**src/rtl/ift_monitor_pkg.sv**
```systemverilog
// Shared types for the memory-port taint monitor: FSM states and cause-bit positions.
package ift_monitor_pkg;

   typedef enum logic [1:0] {
      IDLE    = 2'd0,
      ARMED   = 2'd1,
      TRIPPED = 2'd2
   } mon_state_e;

   localparam int unsigned NCause     = 4;
   localparam int unsigned CauseCtrl  = 0;
   localparam int unsigned CauseAddr  = 1;
   localparam int unsigned CauseWdata = 2;
   localparam int unsigned CauseStrb  = 3;

   typedef logic [NCause-1:0] cause_t;

endpackage

```
**src/rtl/ift_sat_counter.sv**
```systemverilog
// Up-counter that sticks at all-ones; synchronous clear has priority over increment.
module ift_sat_counter #(
   parameter int unsigned W = 32
) (
   input  logic         clk_i,
   input  logic         rst_ni,
   input  logic         inc_i,
   input  logic         clr_i,
   output logic [W-1:0] cnt_o
);

   always_ff @(posedge clk_i) begin
      if (!rst_ni) begin
         cnt_o <= '0;
      end else if (clr_i) begin
         cnt_o <= '0;
      end else if (inc_i && (cnt_o != '1)) begin
         cnt_o <= cnt_o + 1'b1;
      end
   end

endmodule

```
**src/rtl/ift_mem_taint_monitor.sv**
```systemverilog
// Passive taint monitor for one memory port: flags tainted request control/address/strobe/data,
// latches the first event and keeps saturating event/cycle counters. Never touches the port.
module ift_mem_taint_monitor
   import ift_monitor_pkg::*;
#(
   parameter int unsigned CntW  = 32,
   parameter int unsigned AddrW = 32,
   parameter int unsigned DataW = 32
) (
   input  logic             clk_i,
   input  logic             rst_ni,
   input  logic             arm_i,
   input  logic             clear_i,
   input  logic             req_i,
   input  logic             req_i_t0,
   input  logic             we_i,
   input  logic             we_i_t0,
   input  logic [AddrW-1:0] addr_i,
   input  logic [AddrW-1:0] addr_i_t0,
   input  logic [DataW-1:0] wdata_i,
   input  logic [DataW-1:0] wdata_i_t0,
   input  logic [DataW-1:0] strb_i,
   input  logic [DataW-1:0] strb_i_t0,
   output logic             armed_o,
   output logic             tripped_o,
   output logic             trip_pulse_o,
   output logic [3:0]       first_cause_o,
   output logic [AddrW-1:0] first_addr_o,
   output logic [CntW-1:0]  first_cycle_o,
   output logic [CntW-1:0]  evt_cnt_o,
   output logic [CntW-1:0]  store_evt_cnt_o,
   output logic [CntW-1:0]  cycle_cnt_o
);

   mon_state_e state_q, state_d;
   cause_t     cause;
   logic       evt;
   logic       is_store;
   logic       trip;
   logic       count_evt;

   // Data value is irrelevant to taint; only its shadow masked by the strobe matters.
   logic unused_wdata;
   assign unused_wdata = ^wdata_i;

   always_comb begin
      cause             = '0;
      cause[CauseCtrl]  = req_i_t0 | (req_i & we_i_t0);
      cause[CauseAddr]  = req_i & (|addr_i_t0);
      cause[CauseWdata] = req_i & we_i & (|(wdata_i_t0 & strb_i));
      cause[CauseStrb]  = req_i & we_i & (|strb_i_t0);
   end

   assign evt      = |cause;
   assign is_store = req_i & we_i;
   assign trip     = (state_q == ARMED) & evt & ~clear_i;
   assign count_evt = (state_q != IDLE) & evt;

   always_ff @(posedge clk_i) begin
      if (!rst_ni) begin
         state_q <= IDLE;
      end else begin
         state_q <= state_d;
      end
   end

   // clear_i dominates everything; combined with arm_i it re-arms from a clean slate.
   always_comb begin
      state_d = state_q;
      if (clear_i) begin
         state_d = arm_i ? ARMED : IDLE;
      end else begin
         unique case (state_q)
            IDLE:    if (arm_i) state_d = ARMED;
            ARMED:   if (evt)   state_d = TRIPPED;
            TRIPPED: state_d = TRIPPED;
            default: state_d = IDLE;
         endcase
      end
   end

   always_ff @(posedge clk_i) begin
      if (!rst_ni) begin
         trip_pulse_o  <= 1'b0;
         first_cause_o <= '0;
         first_addr_o  <= '0;
         first_cycle_o <= '0;
      end else begin
         trip_pulse_o <= trip;
         if (clear_i) begin
            first_cause_o <= '0;
            first_addr_o  <= '0;
            first_cycle_o <= '0;
         end else if (trip) begin
            first_cause_o <= cause;
            first_addr_o  <= addr_i;
            first_cycle_o <= cycle_cnt_o;
         end
      end
   end

   assign armed_o   = (state_q != IDLE);
   assign tripped_o = (state_q == TRIPPED);

   ift_sat_counter #(.W(CntW)) u_cycle_cnt (
      .clk_i  (clk_i),
      .rst_ni (rst_ni),
      .inc_i  (1'b1),
      .clr_i  (1'b0),
      .cnt_o  (cycle_cnt_o)
   );

   ift_sat_counter #(.W(CntW)) u_evt_cnt (
      .clk_i  (clk_i),
      .rst_ni (rst_ni),
      .inc_i  (count_evt),
      .clr_i  (clear_i),
      .cnt_o  (evt_cnt_o)
   );

   ift_sat_counter #(.W(CntW)) u_store_evt_cnt (
      .clk_i  (clk_i),
      .rst_ni (rst_ni),
      .inc_i  (count_evt & is_store),
      .clr_i  (clear_i),
      .cnt_o  (store_evt_cnt_o)
   );

endmodule
```
**config.mk**
```make
export PLATFORM = sky130hd
export DESIGN_NAME = ift_mem_taint_monitor
export DESIGN_NICKNAME = d
export VERILOG_FILES = /design/src/rtl/ift_monitor_pkg.sv /design/src/rtl/ift_sat_counter.sv /design/src/rtl/ift_mem_taint_monitor.sv
export SDC_FILE = /design/constraint.sdc
export NUM_CORES = 1
export LEC_CHECK = 0
export CORE_ASPECT_RATIO = 0.7
export CORE_UTILIZATION = 35
export CTS_CLUSTER_DIAMETER = 200
export DETAILED_ROUTE_END_ITERATION = 10
export PLACE_DENSITY = 0.68
export SKIP_LAST_GASP = 1
export SLEW_MARGIN = 20
export SYNTH_ARGS = -nofsm -noshare
export SYNTH_HDL_FRONTEND = slang
export SYNTH_SLANG_ARGS = --single-unit
```
**constraint.sdc**
```tcl
create_clock -name clk_i -period 7.7 [get_ports clk_i]
set_input_delay 0.77 -clock clk_i [delete_from_list [all_inputs] [get_ports clk_i]]
set_output_delay 0.77 -clock clk_i [all_outputs]
set_load 0.02 [all_outputs]
```
# [After elaboration in Yosys (flattened, before gate mapping)]
# Cells that the tools add are included.
[word_totals] reg_bits=167 inputBits=200 output_inout_bits=167 elab_cells=46
[op_classes] n_addsub=3 eq_ne=7 mux=5 bitwise_logic=13 reduce_logical=10
[ops] operator="$add A32 B1 Y32 const B" n=3
[ops] operator="$ne A32 B32 Y1 const B" n=3
[ops] operator="$reduce_or A32 Y1" n=3
[ops] operator="$and A32 B32 Y32" n=1
[ops] operator="$and A1 B1 Y1" n=9
[ops] operator="$mux W2" n=3
[ops] operator="$ne A3 B3 Y1 const B" n=2
[ops] operator="$pmux W2 S3" n=1
[ops] operator="$reduce_or A4 Y1" n=1
[ops] operator="$eq A2 B1 Y1 const B" n=1
[ops] operator="$eq A2 B2 Y1 const B" n=1
[ops] operator="$logic_and A1 B1 Y1" n=2
[ops] operator="$logic_not A2 Y1" n=1
[ops] operator="$not A1 Y1" n=2
[ops] operator="$reduce_and A2 Y1" n=1
[ops] operator="$reduce_bool A2 Y1" n=1
[ops] operator="$reduce_or A2 Y1" n=1
[ops] operator="$mux W1" n=1
[ops] operator="$or A1 B1 Y1" n=1

# [Logic depth before layout (Yosys ltp)]
# Gate-level depths: netlist (run 1).
[depth] ltp_word=7 depth_mapped=10 depth_no_buf=8

# [Cells and area by module]
# From an unflattened synthesis (run 1), not the netlist that was laid out.
[hier_totals] cells_unflattened=984 area_unflattened_um2=8005.2
[modules_own_cells] module="ift_sat_counter" instances=3 cells_per_inst=203 area_each_um2=1667.8
[modules_own_cells] module="ift_mem_taint_monitor" instances=1 cells_per_inst=375 area_each_um2=3001.6

# [Least setup slack after synthesis (run 1)]
# Ideal clock, no wire load.
[synth_path] kind="in2reg" from="input port addr_i_t0[17]" to="register first_addr_o[3]" setup_ns=0.074 arrival_time_ns=2.748 required_ns=7.626 setup_slack_ns=4.878 stages=9 path_cell_list="nor4_1 > nand2_1 > o41ai_1 > nand3b_1 > o211ai_1 > clkbuf_1 > clkbuf_1 > nand3_1 > o21ai_0"
[synth_between] elab_chain_len=5
[synth_rtl] item="start: declaration" line_no="ift_mem_taint_monitor.sv:19" rtl="input logic [AddrW-1:0] addr_i_t0,"
[synth_rtl] item="$reduce_or A32 Y1" line_no="ift_mem_taint_monitor.sv:49" rtl="cause[CauseAddr] = req_i & (|addr_i_t0);"
[synth_rtl] item="$and A1 B1 Y1" line_no="ift_mem_taint_monitor.sv:49"
[synth_rtl] item="$reduce_or A4 Y1" line_no="ift_mem_taint_monitor.sv:54" rtl="assign evt = |cause;"
[synth_rtl] item="$and A1 B1 Y1 (2 in a row)" line_no="ift_mem_taint_monitor.sv:56" rtl="assign trip = (state_q == ARMED) & evt & ~clear_i;"
[synth_rtl] item="end signal: assignment" line_no="ift_mem_taint_monitor.sv:96" rtl="first_addr_o <= addr_i;"
[synth_rtl] item="end: declaration" line_no="ift_mem_taint_monitor.sv:28" rtl="output logic [AddrW-1:0] first_addr_o,"
# Every way passes these cells.
# A chain may end at the register's enable or synchronous reset.

# [Final worst setup path (run 1)]
[layout_path] from="input port strb_i_t0[9]" to="register first_cycle_o[31]"
[layout_between] elab_chain_len=5
[layout_rtl] item="start: declaration" line_no="ift_mem_taint_monitor.sv:23" rtl="input logic [DataW-1:0] strb_i_t0,"
[layout_rtl] item="$reduce_or A32 Y1" line_no="ift_mem_taint_monitor.sv:51" rtl="cause[CauseStrb] = req_i & we_i & (|strb_i_t0);"
[layout_rtl] item="$and A1 B1 Y1" line_no="ift_mem_taint_monitor.sv:51"
[layout_rtl] item="$reduce_or A4 Y1" line_no="ift_mem_taint_monitor.sv:54"
[layout_rtl] item="$and A1 B1 Y1 (2 in a row)" line_no="ift_mem_taint_monitor.sv:56"
[layout_rtl] item="end signal: assignment" line_no="ift_mem_taint_monitor.sv:97" rtl="first_cycle_o <= cycle_cnt_o;"
[layout_rtl] item="end: declaration" line_no="ift_mem_taint_monitor.sv:29" rtl="output logic [CntW-1:0] first_cycle_o,"
# Every way passes these cells.

==> impl_metrics.ini, run 1 <==
[sta]
tns_ns = 0
final-hold-violation-count = 0
fmax_mhz = 255
drv_slew = 0
period_share = 0.509
tightest_slew_ns = 1.07
rsz0062_at_grt = no
setup_viol = 0
min_period_ns = 3.92
fin_worst_hold_slack_ns = 0.467
max_slew_margin = 0.288
fin_skew_ns = 0.00699

[worst_setup_path]
endpoint = first_cycle_o[31]
cp-startpoint = strb_i_t0[9]
startpoint_type = input port
critical_path.max_fanout = 70
end_kind = flip-flop
setup.worst_path.class = input port to flip-flop
rrSetupSlack_ns = 4.81
r2r_end = u_store_evt_cnt.cnt_o[9]
r2r-start = u_store_evt_cnt.cnt_o[3]
arrival_ns = 4.26
crit_required_ns = 8.04
r2r_cells = 7

[pwr]
peakVddDrop_v = 0.000131
powerDensity_mw_per_mm2 = 163
leakagePower_nw = 3.78

[worst_hold_path]
min_path_type = flip-flop to flip-flop
hold_path_startpoint = first_cycle_o[12]

[yosys]
synthArstFlopShare = 0
synth_top_family_by_area = simple AND/OR/NAND/NOR gates
yosys.area_share.simple = 0.304
muxShareOfSynthArea = 0.0103
ys.flop_type = dfxtp_1
synth_seq_cells = 167
synth_edf_count = 0
synthCells = 948
synth_seq_area_share = 0.430
yosysWarnings = 0
synth-xor-area-share = 0.0316
synth_cell_types = 51
syn_area_per_cell_um2 = 8.19
syn_area_mm2 = 0.00777
yosys.area_share.adder = 0.00967
synth_compound_area_frac = 0.175
synth_nets = 1154

[die]
die_x_um = 180
die_area_mm2 = 0.0228
die_h_um = 127
core_area_mm2 = 0.0217
num_rows = 45
io_pins = 367
initial_core_util = 0.357

[final_layout]
area_growth_pct = 53.9
nets = 1456
n_fill_cell = 1966
ff_latch_area_mm2 = 0.00334
multi_input_area_mm2 = 0.00415
drive_gt1_frac = 0.0404

[grt]
antenna_found_initial = 1
first_global_vias = 7615
gr-total-overflow = 0
grt_max_degree = 111
grt_pass1_wl_um = 40800
grtUsageTotal = 0.224

[routing]
dr.pass1.iters = 5
wirelength_um = 25700
dr_total_vias = 8174
vias_per_cell = 5.29
drc_errors = 0
ant_nets = 0
wl_per_cell_um = 16.7
drtIter0Drc = 645

[clock_tree]
numCtsBuffers = 17
cts_tree = yes
htreeDepth = 4
hold_buffers = 0
clk_latency_ns = 0.43
cts_setup_buffers = 0
cts_resized = 0
cts_buffer_depth = 2
cts_root_buf = clkbuf_16
clk_pin_slew_worst_paths_ns = 0.06
cts_sinks = 167

[place]
io_buffers = 334
gp_congestion = 0.858
dpl.hpwl_um = 18700

[status]
status = finished clean

[job]
cap_violations = 0
routing by layer:
metal	vias up	track usage	wire (µm)
met4	0	0.0603	298
met3	24	0.0706	1900
li1	4100	-	-
met1	3801	0.317	12700
met2	249	0.328	10800
met5	-	0	0
area by class of cell:
type | instances | share of cell area
multi-input combinational | 701 | 0.348
timing repair buffer | 343 | 0.285
sequential | 167 | 0.280
clock buffer | 22 | 0.0388
tap | 282 | 0.0295
clock inverter | 8 | 0.0124
inverter | 20 | 0.00628
antenna | 1 | 0.000209
report_power, final:
group	switching, W	leakage (nW)	total, W	internal [W]
logic	0.0000789	2.14	0.000179	0.000100
registers	0.00000471	1.35	0.000874	0.000869
clock network	0.000344	0.288	0.000900	0.000556
how the worst min path moves through the flow:
stage | to | slack (ns) | cells after the start
final | first_cycle_o[12] | 0.47 | 2
after global routing | first_addr_o[12] | 0.49 | 2
after detailed placement | first_addr_o[23] | 0.46 | 2
after global placement | first_addr_o[15] | 0.45 | 2
after floorplan | state_q[1] | 0.45 | 2
after CTS | first_cycle_o[9] | 0.47 | 2
flip-flops by register name, summed over array words and instances, names as in the netlist:
register and cells:
first_cycle_o 32, first_addr_o 32, trip_pulse_o 1, u_store_evt_cnt.cnt_o 32, u_evt_cnt.cnt_o 32, state_q 2
first_cause_o 4, u_cycle_cnt.cnt_o 32
metrics by stage:
step           total power [W]  setup slack (ns)  area, µm²  std cells  utilization
2_1_floorplan         0.000955              4.88       7770        948            -
3_3_place_gp           0.00107              3.45      11300       1513        0.522
3_5_place_dp           0.00107              3.41      11300       1513        0.522
4_1_cts                0.00197              3.85      11900       1543        0.550
5_1_grt                0.00203              3.49      12000       1544        0.550
6_report               0.00195              3.78      12000       1544        0.550
worst max-delay path: stages:
cell,delay [ns]
clkdlybuf4s50_1,0.41
nor4_1,0.46
nand4_1,0.25
o21bai_1,0.32
nand3b_1,0.35
o211ai_1,0.29
buf_4,0.50
buf_4,0.61
nand3_1,0.15
o31ai_1,0.11
cell usage after synthesis, drive strengths merged, types with 4 or more instances:
| cell type | count | share of area |
|---|---|---|
| or3 | 23 | 0.019 |
| o2111ai | 4 | 0.0045 |
| a21oi | 45 | 0.029 |
| clkbuf | 58 | 0.028 |
| nor2b | 9 | 0.0072 |
| nor2 | 21 | 0.010 |
| or4 | 35 | 0.035 |
| a22oi | 8 | 0.0077 |
| and3 | 10 | 0.0081 |
| nor4 | 27 | 0.023 |
| nor3 | 16 | 0.011 |
| o31ai | 34 | 0.033 |
| nand4 | 30 | 0.025 |
| nand2 | 118 | 0.057 |
| o21ai | 87 | 0.056 |
| xnor2 | 14 | 0.016 |
| a221oi | 4 | 0.0045 |
| mux2i | 8 | 0.010 |
| a22o | 4 | 0.0045 |
| xor2 | 14 | 0.016 |
| and2 | 21 | 0.017 |
| nand2b | 11 | 0.0089 |
| dfxtp | 167 | 0.43 |
| a21boi | 7 | 0.0068 |
| and4 | 10 | 0.011 |
| ha | 6 | 0.0097 |
| o41ai | 5 | 0.0056 |
| nand3 | 101 | 0.065 |
| inv | 20 | 0.0097 |
| o211ai | 7 | 0.0068 |
cells by family after synthesis:
| group | count (synthesis) |
|---|---|
| muxes | 8 |
| DFF | 167 |
| and+or+nand+nor | 438 |
| xor gates and xnor gates | 28 |
| AOI/OAI and AO/OA | 221 |
| buffers and inverters | 80 |
| adders and majority gates | 6 |
cells in the final DEF (no fill, tap or decap), types with 17 or more instances in the layout:
cell and instances:
a21oi_1 45, and2_1 21, clkbuf_16 17, clkdlybuf4s50_1 334, dfxtp_1 167, inv_1 20
nand2_1 117, nand3_1 101, nand4_1 29, nor2_1 21, nor4_1 25, o21ai_0 85
o31ai_1 34, or3_1 22, or4_1 32
(Power assumes the default switching activity.)
==> inputs of run 2 (changes only) <==
--- a/config.mk
+++ b/config.mk
@@ -9,7 +9,7 @@
 export CORE_UTILIZATION = 35
 export CTS_CLUSTER_DIAMETER = 200
 export DETAILED_ROUTE_END_ITERATION = 10
-export PLACE_DENSITY = 0.68
+export PLACE_DENSITY = 0.71
 export SKIP_LAST_GASP = 1
 export SLEW_MARGIN = 20
 export SYNTH_ARGS = -nofsm -noshare
==> constraint.sdc (replaced) <==
create_clock -name clk_i -period 3.2 [get_ports clk_i]
set_input_delay 0.32 -clock clk_i [delete_from_list [all_inputs] [get_ports clk_i]]
set_output_delay 0.32 -clock clk_i [all_outputs]
set_load 0.02 [all_outputs]
==> run 2 against run 1 <==
- clock power rose by 130%
- worst hold slack got worse by 0.029 ns
- combinational power grew to 2.5 times the previous value
- final cell count rose by 0.97%
- first-iteration DRC count up 7.4%
- worst setup slack worse by 3.3 ns
- register-to-register slack got worse by 4.3 ns
- sequential power rose by 140%
- non-clock buffer count rose by 14
- critical path type is now flip-flop to flip-flop
- highest routed layer is now met5
==> impl_metrics.ini, run 2 (synthesis results as in run 1) <==
[status]
status = finished clean

[final_layout]
final_common_cell = clkdlybuf4s50_1
ff_latch_area_mm2 = 0.00334
multi_input_area_mm2 = 0.00415
layout_common_cells = 334 x clkdlybuf4s50_1, 167 x dfxtp_1, 117 x nand2_1, 101 x nand3_1, 85 x o21ai_0
drive_gt1_frac = 0.0494
fin_area_mm2 = 0.0121
final_cell_count_no_fill = 1559
n_fill_cell = 1999
area_growth_pct = 55.7
nets = 1470

[place]
dpl.hpwl_um = 19100
placed_cells = 1527
io_buffers = 334
placed_cell_area_mm2 = 0.0115
gp_congestion = 0.882
dp_slack_ns = 0.386

[routing]
dr_total_vias = 8317
drtIter0Drc = 693
wl_per_cell_um = 16.7
dr.pass1.iters = 5
ant_nets = 0
vias_per_cell = 5.33
drc_errors = 0
wirelength_um = 26000

[clock_tree]
cts_tree = yes
cts_resized = 0
clk_pin_slew_worst_paths_ns = 0.07
htreeDepth = 4
clk_latency_ns = 0.43
cts_setup_buffers = 0
cts_buffer_depth = 2
cts_root_buf = clkbuf_16
cts_sinks = 167
numCtsBuffers = 17
hold_buffers = 0

[sta]
setup_viol = 0
period_share = 0.845
fmax_mhz = 370
fin_worst_hold_slack_ns = 0.437
fin_skew_ns = 0.00840
drv_slew = 0
min_period_ns = 2.70
setup_ws_ns = 0.495
tns_ns = 0
max_slew_margin = 0.599
tightest_slew_ns = 0.597
final-hold-violation-count = 0
rsz0062_at_grt = no

[worst_setup_path]
startpoint_type = flip-flop
end_kind = flip-flop
r2r_cells = 6
crit_required_ns = 3.57
setup.worst_path.class = flip-flop to flip-flop
arrival_ns = 3.07
critical_path.max_fanout = 6

[pwr]
leakagePower_nw = 3.86
powerDensity_mw_per_mm2 = 384
peakVddDrop_v = 0.000305

[die]
io_pins = 367
initial_core_util = 0.357
core_area_mm2 = 0.0217
die_area_mm2 = 0.0228
num_rows = 45
die_x_um = 180
die_h_um = 127

[grt]
grt_pass1_wl_um = 40900
first_global_vias = 7642
gr-total-overflow = 0
grt_max_degree = 98
antenna_found_initial = 2
grtUsageTotal = 0.227

[worst_hold_path]
min_path_type = input port to flip-flop
min_path_cells = 3

[job]
cap_violations = 0
==> run 2: through the flow <==
step / utilization / power [W]
global placement: 0.529 / 0.00259
global route: 0.556 / 0.00481
floorplan: - / 0.00230
CTS: 0.556 / 0.00468
detailed placement: 0.529 / 0.00259
finish: 0.556 / 0.00464
==> run 2: path summary, 6_finish.rpt <==
| check | startpoint | to | slack, ns |
|---|---|---|---|
| setup / recovery | u_cycle_cnt.cnt_o[5] | u_cycle_cnt.cnt_o[26] | 0.50 |
| hold / removal | addr_i[9] | first_addr_o[9] | 0.44 |
| setup reg to reg | u_cycle_cnt.cnt_o[5] | u_cycle_cnt.cnt_o[26] | 0.50 |
| hold reg to reg | first_cycle_o[11] | first_cycle_o[11] | 0.47 |
==> run 2: cell type report <==
class	count	share of cell area
Inverter	20	0.00621
Timing Repair Buffer	357	0.296
Multi-Input combinational cell	701	0.344
Antenna cell	1	0.000207
Clock buffer	24	0.0382
Clock inverter	7	0.0100
Sequential cell	167	0.277
Tap cell	282	0.0292
==> run 2: power by group <==
group / total [W] / switching [W] / internal [W]
combinational: 0.000451 / 0.000196 / 0.000254
clock: 0.00209 / 0.000839 / 0.00125
sequential: 0.00210 / 0.0000108 / 0.00209
total: 0.00464 / 0.00105 / 0.00359
==> run 2: worst max-delay path: stages, from the launching register on <==
cell      delay [ns]
dfxtp_1         0.44
nand4_2         0.17
or4_4           0.48
or4_4           0.54
or4_4           0.57
or3_1           0.32
a21boi_1        0.13
==> run 2: per-layer routing <==
layer / up-vias / global-route usage / part of all wire
met4: 4 / 0.0659 / 0.013
met1: 3878 / 0.326 / 0.50
li1: 4132 / - / -
met3: 28 / 0.0678 / 0.079
met2: 275 / 0.325 / 0.41
met5: - / 0 / 0.0010
==> inputs of run 3 (changes only) <==
--- a/config.mk
+++ b/config.mk
@@ -9,7 +9,7 @@
 export CORE_UTILIZATION = 35
 export CTS_CLUSTER_DIAMETER = 200
 export DETAILED_ROUTE_END_ITERATION = 10
-export PLACE_DENSITY = 0.71
+export PLACE_DENSITY = 0.68
 export SKIP_LAST_GASP = 1
 export SLEW_MARGIN = 20
 export SYNTH_ARGS = -nofsm -noshare
==> constraint.sdc (replaced) <==
create_clock -name clk_i -period 2.7 [get_ports clk_i]
set_input_delay 0.27 -clock clk_i [delete_from_list [all_inputs] [get_ports clk_i]]
set_output_delay 0.27 -clock clk_i [all_outputs]
set_load 0.02 [all_outputs]
==> run 3 against run 2 <==
- final cell count is 1.6% higher
- clock skew rose by 0.0028 ns
- wire length increased by 1.3%
- final area rose by 2.0%
- largest power group is now clock
- utilization is 1.1 points higher
- via count increased by 1.2%
- die area did not move
- worst setup slack got worse by 0.37 ns
- first-iteration DRC count is 4.5% higher
- clock power rose by 21%
- global-route usage increased by 0.45 points
- critical path type unchanged
==> impl_metrics.ini, run 3 (synthesis results as in run 1) <==
[status]
status = finished clean

[pwr]
switching_share = 0.225
combPwrFrac = 0.100
powerDensity_mw_per_mm2 = 452
clkPwrFrac = 0.454
power_w = 0.00558
power_switching_w = 0.00126
seqPwrFrac = 0.446
leakagePower_nw = 4.03
peakVddDrop_v = 0.000380
p_int_w = 0.00433

[die]
initial_core_util = 0.357
num_rows = 45
die_area_mm2 = 0.0228
core_area_mm2 = 0.0217
io_pins = 367
die_h_um = 127
die_x_um = 180

[worst_setup_path]
path_common_cell = or4_4
r2r-start = u_cycle_cnt.cnt_o[7]
crit_required_ns = 3.07
rrSetupSlack_ns = 0.13
setup.worst_path.class = flip-flop to flip-flop
r2r_cells = 6
arrival_ns = 2.94
critPathMaxStageDelay_ns = 0.58
path_cells = inv_1 > or4_4 > or4_4 > or4_4 > or3_1 > a21boi_1
critical_path.max_fanout = 5
cp-startpoint = u_cycle_cnt.cnt_o[7]
end_kind = flip-flop
startpoint_type = flip-flop
cp_slowest_cell = or4_4

[routing]
drtIter0Drc = 724
dr_total_vias = 8415
drc_errors = 0
wirelength_um = 26300
vias_per_cell = 5.31
dr.pass1.iters = 5
ant_nets = 0
wl_per_cell_um = 16.6

[grt]
grt_max_degree = 96
antenna_found_initial = 0
gr-total-overflow = 0
grt_pass1_wl_um = 42200
grtUsageTotal = 0.231
first_global_vias = 7893

[place]
io_buffers = 334
placed_cells = 1554
gp_congestion = 0.868
dpl.hpwl_um = 19500
dp_slack_ns = -0.201

[clock_tree]
cts_buffer_depth = 2
htreeDepth = 4
cts_sinks = 167
cts_setup_buffers = 0
cts_root_buf = clkbuf_16
hold_buffers = 0
cts_resized = 0
cts_tree = yes
clk_latency_ns = 0.43
numCtsBuffers = 17
clk_pin_slew_worst_paths_ns = 0.07

[final_layout]
layout_common_cells = 334 x clkdlybuf4s50_1, 165 x dfxtp_1, 117 x nand2_1, 101 x nand3_1, 85 x o21ai_0
drive_gt1_frac = 0.0730
n_fill_cell = 1977
multi_input_area_mm2 = 0.00415
final_cell_count_no_fill = 1584
nets = 1497
final_common_cell = clkdlybuf4s50_1
area_growth_pct = 58.9
utilization = 0.568
ff_latch_area_mm2 = 0.00335
num_antenna_cells = 0

[sta]
setup_ws_ns = 0.125
max_slew_margin = 0.556
final-hold-violation-count = 0
drv_slew = 0
fmax_mhz = 388
rsz0062_at_grt = no
tightest_slew_ns = 0.660
period_share = 0.954
fin_skew_ns = 0.0112
setup_viol = 0
min_period_ns = 2.57
tns_ns = 0

[worst_hold_path]
min_path_type = input port to flip-flop
hold_path_startpoint = addr_i[13]
min_path_cells = 3

[job]
cap_violations = 0
[run 3: power groups by stage]
| stage | logic (W) | registers (W) | clock network (W) |
|---|---|---|---|
| after floorplan | 0.000164 | 0.00256 | 0 |
| after global placement | 0.000548 | 0.00255 | 0 |
| after detailed placement | 0.000553 | 0.00255 | 0 |
| after CTS | 0.000557 | 0.00249 | 0.00258 |
| after global routing | 0.000598 | 0.00249 | 0.00269 |
| final | 0.000558 | 0.00249 | 0.00253 |
[run 3: layer usage]
| layer | track usage | up-vias | wire length [µm] |
|---|---|---|---|
| li1 | - | 4186 | - |
| met1 | 0.331 | 3933 | 12900 |
| met2 | 0.334 | 275 | 11100 |
| met3 | 0.0709 | 21 | 2110 |
| met4 | 0.0608 | 0 | 197 |
| met5 | 0 | - | 0 |
[run 3: critical path, delay by kind of cell, from the launching register on]
kind                   cells  cell delay, ns
and+or+nand+nor            4            1.93
buffers and inverters      1            0.08
DFF                        1            0.36
AOI/OAI and AO/OA          1            0.13
[run 3: per-stage QoR]
stage / area [µm²] / hold slack [ns]
2_1_floorplan: 7770 / 0.410
3_3_place_gp: 11700 / 0.452
3_5_place_dp: 11700 / 0.461
4_1_cts: 12300 / 0.367
5_1_grt: 12300 / 0.373
6_report: 12300 / 0.389
[run 3: worst paths after layout]
path                                         endpoint
worst min-delay path                 first_addr_o[13]
worst max-delay path            u_cycle_cnt.cnt_o[26]
worst max register to register  u_cycle_cnt.cnt_o[26]
worst min register to register      first_cycle_o[31]
[run 3: layout make-up]
class / instances / area share
repair buffers: 384 / 0.310
well taps: 282 / 0.0286
flip-flops and latches: 167 / 0.271
clock inverters: 11 / 0.0128
clock buffers: 19 / 0.0351
multi-input cells: 701 / 0.337
inverters: 20 / 0.00609
